`src/rtl/viterbi_ctrl.sv`:
```
// Frame sequencer for the rate-1/2 Viterbi datapath: ACS feed, reverse traceback, forward bit output.
// Define VITERBI_CTRL_STATS_EN to enable the completed-frame counter on frame_cnt.
module viterbi_ctrl #(
  parameter int FRAME_LEN = 16,
  parameter int ADDR_W    = 4
) (
  input  logic              clk,
  input  logic              rst,
  input  logic              in_valid,
  output logic              in_ready,
  input  logic [1:0]        rx_pair_in,
  output logic [1:0]        rx_pair_out,
  output logic              acs_en,
  output logic              acs_init,
  output logic              mem_wr_en,
  output logic              mem_rd_en,
  output logic [ADDR_W-1:0] mem_addr,
  output logic              tb_start,
  output logic              tb_en,
  input  logic              dec_bit_in,
  output logic              dec_valid,
  output logic              dec_bit,
  output logic              dec_last,
  input  logic              dec_ready,
  output logic              busy,
  output logic [7:0]        frame_cnt
);

  localparam int DEPTH = 1 << ADDR_W;
  localparam logic [ADDR_W-1:0] LAST = ADDR_W'(FRAME_LEN - 1);

  typedef enum logic [2:0] {IDLE, ACS, TB, TB_WAIT, OUT} state_t;

  state_t            state_q, state_d;
  logic [ADDR_W-1:0] step_q, step_d;
  logic [ADDR_W-1:0] outIdx_q, outIdx_d;
  logic [ADDR_W-1:0] addr_q, addr_d;
  logic [ADDR_W-1:0] pendAddr_q, pendAddr_d;
  logic              pend_q, pend_d;
  logic [DEPTH-1:0]  bitBuf_q, bitBuf_d;
  logic [1:0]        pair_q, pair_d;
  logic              acsEn_q, acsEn_d;
  logic              acsInit_q, acsInit_d;
  logic              wrEn_q, wrEn_d;
  logic              rdEn_q, rdEn_d;
  logic              tbStart_q, tbStart_d;
  logic              decValid_q, decValid_d;
  logic              decBit_q, decBit_d;
  logic              decLast_q, decLast_d;
  logic              busy_q, busy_d;
  logic              accept;
  logic [ADDR_W-1:0] nextIdx;

  assign in_ready = (state_q == IDLE) || (state_q == ACS);
  assign accept   = in_valid && in_ready;
  assign nextIdx  = outIdx_q + 1'b1;

  always_ff @(posedge clk or posedge rst) begin
    if (rst) begin
      state_q    <= IDLE;
      step_q     <= '0;
      outIdx_q   <= '0;
      addr_q     <= '0;
      pendAddr_q <= '0;
      pend_q     <= 1'b0;
      bitBuf_q   <= '0;
      pair_q     <= 2'b00;
      acsEn_q    <= 1'b0;
      acsInit_q  <= 1'b0;
      wrEn_q     <= 1'b0;
      rdEn_q     <= 1'b0;
      tbStart_q  <= 1'b0;
      decValid_q <= 1'b0;
      decBit_q   <= 1'b0;
      decLast_q  <= 1'b0;
      busy_q     <= 1'b0;
    end else begin
      state_q    <= state_d;
      step_q     <= step_d;
      outIdx_q   <= outIdx_d;
      addr_q     <= addr_d;
      pendAddr_q <= pendAddr_d;
      pend_q     <= pend_d;
      bitBuf_q   <= bitBuf_d;
      pair_q     <= pair_d;
      acsEn_q    <= acsEn_d;
      acsInit_q  <= acsInit_d;
      wrEn_q     <= wrEn_d;
      rdEn_q     <= rdEn_d;
      tbStart_q  <= tbStart_d;
      decValid_q <= decValid_d;
      decBit_q   <= decBit_d;
      decLast_q  <= decLast_d;
      busy_q     <= busy_d;
    end
  end

  always_comb begin
    state_d    = state_q;
    step_d     = step_q;
    outIdx_d   = outIdx_q;
    addr_d     = addr_q;
    pair_d     = pair_q;
    acsEn_d    = 1'b0;
    acsInit_d  = 1'b0;
    wrEn_d     = 1'b0;
    rdEn_d     = 1'b0;
    tbStart_d  = 1'b0;
    decValid_d = decValid_q;
    decBit_d   = decBit_q;
    decLast_d  = decLast_q;
    bitBuf_d   = bitBuf_q;
    // The traceback bit arrives one cycle after its read, so remember which address it belongs to.
    pend_d     = rdEn_q;
    pendAddr_d = addr_q;
    if (pend_q) begin
      bitBuf_d[pendAddr_q] = dec_bit_in;
    end

    case (state_q)
      IDLE, ACS: begin
        if (accept) begin
          pair_d    = rx_pair_in;
          acsEn_d   = 1'b1;
          wrEn_d    = 1'b1;
          addr_d    = step_q;
          acsInit_d = (step_q == '0);
          if (step_q == LAST) begin
            // Final write and first traceback read share the cycle and the address.
            step_d    = '0;
            rdEn_d    = 1'b1;
            tbStart_d = 1'b1;
            state_d   = TB;
          end else begin
            step_d  = step_q + 1'b1;
            state_d = ACS;
          end
        end
      end
      TB: begin
        if (addr_q == '0) begin
          state_d = TB_WAIT;
        end else begin
          addr_d = addr_q - 1'b1;
          rdEn_d = 1'b1;
        end
      end
      TB_WAIT: begin
        // Bit 0 is captured this very edge, so forward it straight from the input.
        state_d    = OUT;
        outIdx_d   = '0;
        decValid_d = 1'b1;
        decBit_d   = dec_bit_in;
        decLast_d  = 1'b0;
      end
      OUT: begin
        if (decValid_q && dec_ready) begin
          if (outIdx_q == LAST) begin
            state_d    = IDLE;
            outIdx_d   = '0;
            decValid_d = 1'b0;
            decBit_d   = 1'b0;
            decLast_d  = 1'b0;
          end else begin
            outIdx_d  = nextIdx;
            decBit_d  = bitBuf_q[nextIdx];
            decLast_d = (nextIdx == LAST);
          end
        end
      end
      default: state_d = IDLE;
    endcase

    busy_d = (state_d != IDLE);
  end

  assign rx_pair_out = pair_q;
  assign acs_en      = acsEn_q;
  assign acs_init    = acsInit_q;
  assign mem_wr_en   = wrEn_q;
  assign mem_rd_en   = rdEn_q;
  assign tb_en       = rdEn_q;
  assign tb_start    = tbStart_q;
  assign mem_addr    = addr_q;
  assign dec_valid   = decValid_q;
  assign dec_bit     = decBit_q;
  assign dec_last    = decLast_q;
  assign busy        = busy_q;

`ifdef VITERBI_CTRL_STATS_EN
  logic [7:0] frameCnt_q;

  always_ff @(posedge clk or posedge rst) begin
    if (rst) begin
      frameCnt_q <= 8'd0;
    end else if (decValid_q && decLast_q && dec_ready) begin
      frameCnt_q <= frameCnt_q + 8'd1;
    end
  end

  assign frame_cnt = frameCnt_q;
`else
  assign frame_cnt = 8'd0;
`endif

endmodule

```
`config.mk`:
```
export PLATFORM = sky130hd
export DESIGN_NAME = viterbi_ctrl
export DESIGN_NICKNAME = d
export VERILOG_FILES = /design/src/rtl/viterbi_ctrl.sv
export SDC_FILE = /design/constraint.sdc
export NUM_CORES = 1
export LEC_CHECK = 0
export ABC_CLOCK_PERIOD_IN_PS = 3500
export BUFFER_PORTS_ARGS = -buffer_cell sky130_fd_sc_hd__buf_2
export CAP_MARGIN = 20
export CORE_ASPECT_RATIO = 1.5
export CORE_MARGIN = 10
export CORE_UTILIZATION = 55
export DETAILED_ROUTE_END_ITERATION = 8
export PLACE_DENSITY = 0.77
export SETUP_SLACK_MARGIN = 0.02
export SLEW_MARGIN = 25
export SYNTH_ARGS = -nofsm -noshare
export SYNTH_HDL_FRONTEND = slang
export SYNTH_SLANG_ARGS = --single-unit
```
`constraint.sdc`:
```
create_clock -name clk -period 3.5 [get_ports clk]
set_input_delay 0.35 -clock clk [delete_from_list [all_inputs] [get_ports clk]]
set_output_delay 0.35 -clock clk [all_outputs]
set_load 0.01 [all_outputs]
```
== After elaboration in Yosys (flattened, before gate mapping) ==
Index checks and enable logic that the tools add are counted.

* Eq/ne operators: 11
* Reductions and logical operators: 15
* Muxes and demuxes: 36
* Magnitude comparators: 3
* Add/sub/neg operators: 3

{| class="wikitable"
|+ Operator list
! operator !! count
|-
| 4-bit 2-to-1 mux || 5
|-
| 16-bit bitwise mux || 1
|-
| 1-bit 2-to-1 mux || 16
|-
| 4-bit case mux with 2 select lines || 2
|-
| 4-bit == test, second input constant || 3
|-
| 3-bit 2-to-1 mux || 4
|-
| 3-bit case mux with 4 select lines || 1
|-
| 4-bit by 5-bit < comparator with 1-bit output, second input constant || 2
|-
| 4-bit by 1-bit adder with 4-bit output, second input constant || 2
|-
| 4-bit zero test || 2
|-
| 2-bit inequality test, second input constant || 4
|-
| 1-bit case mux with 2 select lines || 4
|-
| 3-bit by 2-bit == test with 1-bit output, second input constant || 2
|-
| 3-bit AND reduction || 2
|-
| 1-bit binary-select mux with 4-bit select || 1
|-
| 1-bit demux with 4-bit select || 1
|-
| 4-bit by 1-bit >= comparator with 1-bit output, second input constant || 1
|-
| 2-bit AND reduction || 2
|-
| 2-bit nonzero test || 2
|-
| 4-bit by 1-bit subtractor with 4-bit output, second input constant || 1
|-
| 3-bit by 1-bit == test with 1-bit output, second input constant || 1
|-
| 3-bit == test, second input constant || 1
|-
| 1-bit logical AND || 3
|-
| 3-bit zero test || 1
|-
| other kinds (4) || 4
|}

* Output and inout bits: 25
* Flip-flop bits (word level): 46
* Input port bits: 7
* Logic and storage cells: 84

== Longest topological paths before layout ==
* Word-level depth: 6
* Depth in mapped cells: 7
* Mapped depth without buffers: 6

== Worst setup path before layout ==
OpenSTA, ideal clock, no wires.

* Path type: register to register
* Start point: register outIdx_q[0]
* End point: register decBit_q (netlist: dec_bit)
* Stages on the path, launching flop included: 7
* Path slack: 1.692 ns
* Setup time: 0.122 ns
* Path buffers: 1
* Data required time: 3.378 ns
* Period minus slack after synthesis: 1.808 ns
* Data arrival time: 1.685 ns
* Cell sequence: dfrtp_1 buf_6 inv_1 ha_1 mux4_1 mux4_2 o2bb2ai_1

* Longest elaborated chain between the ends: 6
* Elaborated cells between the ends (all ways): 7
* Classes of those cells: add/sub: 1; eq/ne: 1; mux: 5

{| class="wikitable"
|+ RTL lines
! element !! line !! RTL
|-
| start: declaration || 36 || <nowiki>logic [ADDR_W-1:0] outIdx_q, outIdx_d;</nowiki>
|-
| start signal: assignment || 80 || <nowiki>outIdx_q <= outIdx_d;</nowiki>
|-
| 4-bit by 1-bit adder with 4-bit output || 56 || <nowiki>assign nextIdx = outIdx_q + 1'b1;</nowiki>
|-
| 1-bit binary-select mux with 4-bit select || 166 || <nowiki>decBit_d = bitBuf_q[nextIdx];</nowiki>
|-
| 1-bit 2-to-1 mux (implied by the code) || 166 ||
|-
| 1-bit 2-to-1 mux (*) || 158 || <nowiki>if (outIdx_q == LAST) begin</nowiki>
|-
| 1-bit 2-to-1 mux (*) || 157 || <nowiki>if (decValid_q && dec_ready) begin</nowiki>
|-
| 1-bit case mux with 2 select lines (*) || 120 || <nowiki>case (state_q)</nowiki>
|-
| end signal: assignment || 92 || <nowiki>decBit_q <= decBit_d;</nowiki>
|-
| end: declaration || 48 || <nowiki>logic decBit_q, decBit_d;</nowiki>
|}

Mark *: on every way between the ends. The rest lies on a longest branch, timed or not. The select of a mux whose other input is x is not followed.
A chain may end at the register's enable or synchronous reset.

== Worst setup path after layout ==
Ends and elaborated chain as after synthesis.

==> reports/results.tsv <==
metric	value	unit
reg2reg_to	dec_bit$_DFFE_PP0P_	
min_path_type	in -> async	
outcome	finished clean	
grt_pass1_vias	1576	
num_rows	28	
postRouteAntennaNets	0	
r2r_cells	5	
power_density	600	nW/µm²
cts_made_buffers	5	
period_needed	2050	ps
remaining_drc_errors	0	
clock_latency	310	ps
drive_gt1_share	22.0	%
ys.flop_type	dfrtp_1	
cts.path.max_buffers	2	
first_pass_iters	4	
antenna_found_initial	0	
syn_inst	213	
period_share	58.7	%
synth_cell_type_count	39	
fin_area	2470	µm²
crit_path_top_delay_cell	dfrtp_1	
crit_type	reg -> reg	
antenna_cells	0	
final_cell_mix	46 x dfrtp_1, 23 x buf_2, 22 x nor2_1, 22 x nand2_1, 16 x mux2_2	
post_cts_buffers	0	
worstPathCellList	inv_1, ha_1, mux4_1, mux4_2, o2bb2ai_1	
asyncSetResetFlopFracSynth	100	%
fmax	487	MHz
crit_arrival	2240	ps
path_max_fanout	9	
routed_wirelength	4470	µm
endpoint_kind	register	
placed_area	2370	µm²
final-hold-violation-count	0	
nets	243	
r2r-start	outIdx_q[0]$_DFFE_PP0P_	
synth-edff-count	0	
postCtsHoldBufs	0	
gp_congestion	0.792	
ios	32	
dieArea	7200	µm²
synth.avg_cell_area	10.8	µm²
skew	8.33	ps
yosysSeqAreaShare	50.2	%
yosysWarnings	0	
p_leak	1.19	nW
drtIter0Drc	81	
dpl.hpwl	3360	µm
cts.repair.resized	0	
finalPower	1.48	mW
avgRoutedWirePerCell	16.1	µm
start_util	57.4	%
die_height	99.1	µm
tightest_slew	561	ps
overflow	0	
finalMaxSlewViolations	0	
grt_use_total	13.0	%
reg2reg_slack	1450	ps
maxCapViolations	0	
rsz0062_at_grt	false	
place_ws	1460	ps
clkSlewWorstSetupHoldPaths	90	ps
cp.required	3690	ps
h-tree-depth	2	
ys_ff_latch	46	
cts_tree	done	
fin_tns_setup	0	ps
viasPerCell	5.62	
max_stage_delay	540	ps
area_growth	7.70	%
cp-start-kind	register	
ir_worst_vdd	450	µV
grt_max_degree	47	
vias	1557	
clock_sinks	46	
worst_slack	1450	ps
slew_headroom	62.6	%
die_w	72.7	µm
synth_area	2290	µm²
cts_root_buf	clkbuf_8	
fp.coreArea	3990	µm²
final_common_cell	dfrtp_1	
portBuffers	23	
grt_pass1_wl	7530	µm
setup-violations-final	0	
-- worst max-delay path: cells and delay by family (launching register included) --
kind	cells	cell delay, ps
AO/OA/AOI/OAI	1	140
adder cells (fa/ha/maj)	1	380
buffers and inverters	1	80
flip-flops	1	540
multiplexers	2	800
-- Yosys cell counts (2+ instances only) --
master	count	share of area (%)
dfrtp_1	46	50
nand2_1	22	3.6
nor2_1	22	3.6
mux2_2	16	7.9
buf_4	11	3.6
o21ai_0	10	2.2
a21oi_1	8	1.7
inv_1	8	1.3
nor3_1	7	1.5
clkbuf_1	6	0.98
nand3b_1	6	2.0
ha_1	5	2.7
nand3_1	5	1.1
mux4_1	4	4.6
nor3b_1	4	1.3
nand2b_1	3	0.82
nand4_1	3	0.82
xnor2_1	3	1.1
a221oi_1	2	0.76
nand4b_1	2	0.76
or3b_2	2	0.76
-- layer usage --
layer / GRT usage [%] / vias up / share of wire (%)
met2: 22.9 / 27 / 56
met5: 0 / - / 0
met3: 3.82 / 6 / 4.6
li1: - / 766 / -
met4: 5.87 / 0 / 1.8
met1: 13.7 / 758 / 37
-- registers in the layout (all words and copies together), names as in the netlist, 2 cells and up --
signal	cells
outIdx_q	4
state_q	3
pendAddr_q	4
mem_addr	4
step_q	4
rx_pair_out	2
bitBuf_q	16
-- cell type report --
cell class	count	area, µm²
Multi-Input combinational cell	146	1010
Inverter	8	30.0
Tap cell	45	56.3
Sequential cell	46	1150
Timing Repair Buffer	24	123
Fill cell	354	1530
Clock inverter	3	28.8
Clock buffer	5	68.8
-- cell families (layout without fill, tap and decap cells) --
kind of cell / after synthesis / count (layout) / synth area share, %
buffers and inverters: 28 / 40 / 6.82
multiplexers: 21 / 21 / 13.4
XOR/XNOR: 4 / 4 / 1.53
AO/OA/AOI/OAI: 27 / 27 / 7.26
AND/OR/NAND/NOR: 81 / 81 / 17.9
other: 1 / 8 / 0.164
adder cells (fa/ha/maj): 5 / 5 / 2.73
flip-flops: 46 / 46 / 50.2
-- through the flow --
step / hold WS, ps / util, % / std cells
4_1_cts: 193 / 61.8 / 277
5_1_grt: 222 / 61.8 / 277
3_3_place_gp: 377 / 59.4 / 269
3_5_place_dp: 397 / 59.4 / 269
6_report: 172 / 61.8 / 277
2_1_floorplan: 436 / - / 220
-- power breakdown --
part	internal (mW)	switching (mW)
clock network	0.149	0.198
registers	0.646	0.151
logic	0.162	0.176
total	0.957	0.525
-- how the worst max path moves through the flow --
stage / endpoint / slack (ps) / start / cells past startpoint
2_1_floorplan: dec_bit$_DFFE_PP0P_ / 1690 / outIdx_q[0]$_DFFE_PP0P_ / 6
5_1_grt: dec_bit$_DFFE_PP0P_ / 1340 / outIdx_q[0]$_DFFE_PP0P_ / 5
3_3_place_gp: dec_bit$_DFFE_PP0P_ / 1580 / outIdx_q[0]$_DFFE_PP0P_ / 5
6_report: dec_bit$_DFFE_PP0P_ / 1450 / outIdx_q[0]$_DFFE_PP0P_ / 5
3_5_place_dp: dec_bit$_DFFE_PP0P_ / 1460 / outIdx_q[0]$_DFFE_PP0P_ / 5
4_1_cts: dec_bit$_DFFE_PP0P_ / 1440 / outIdx_q[0]$_DFFE_PP0P_ / 5
Note: power is estimated with default switching activity, not from simulation.
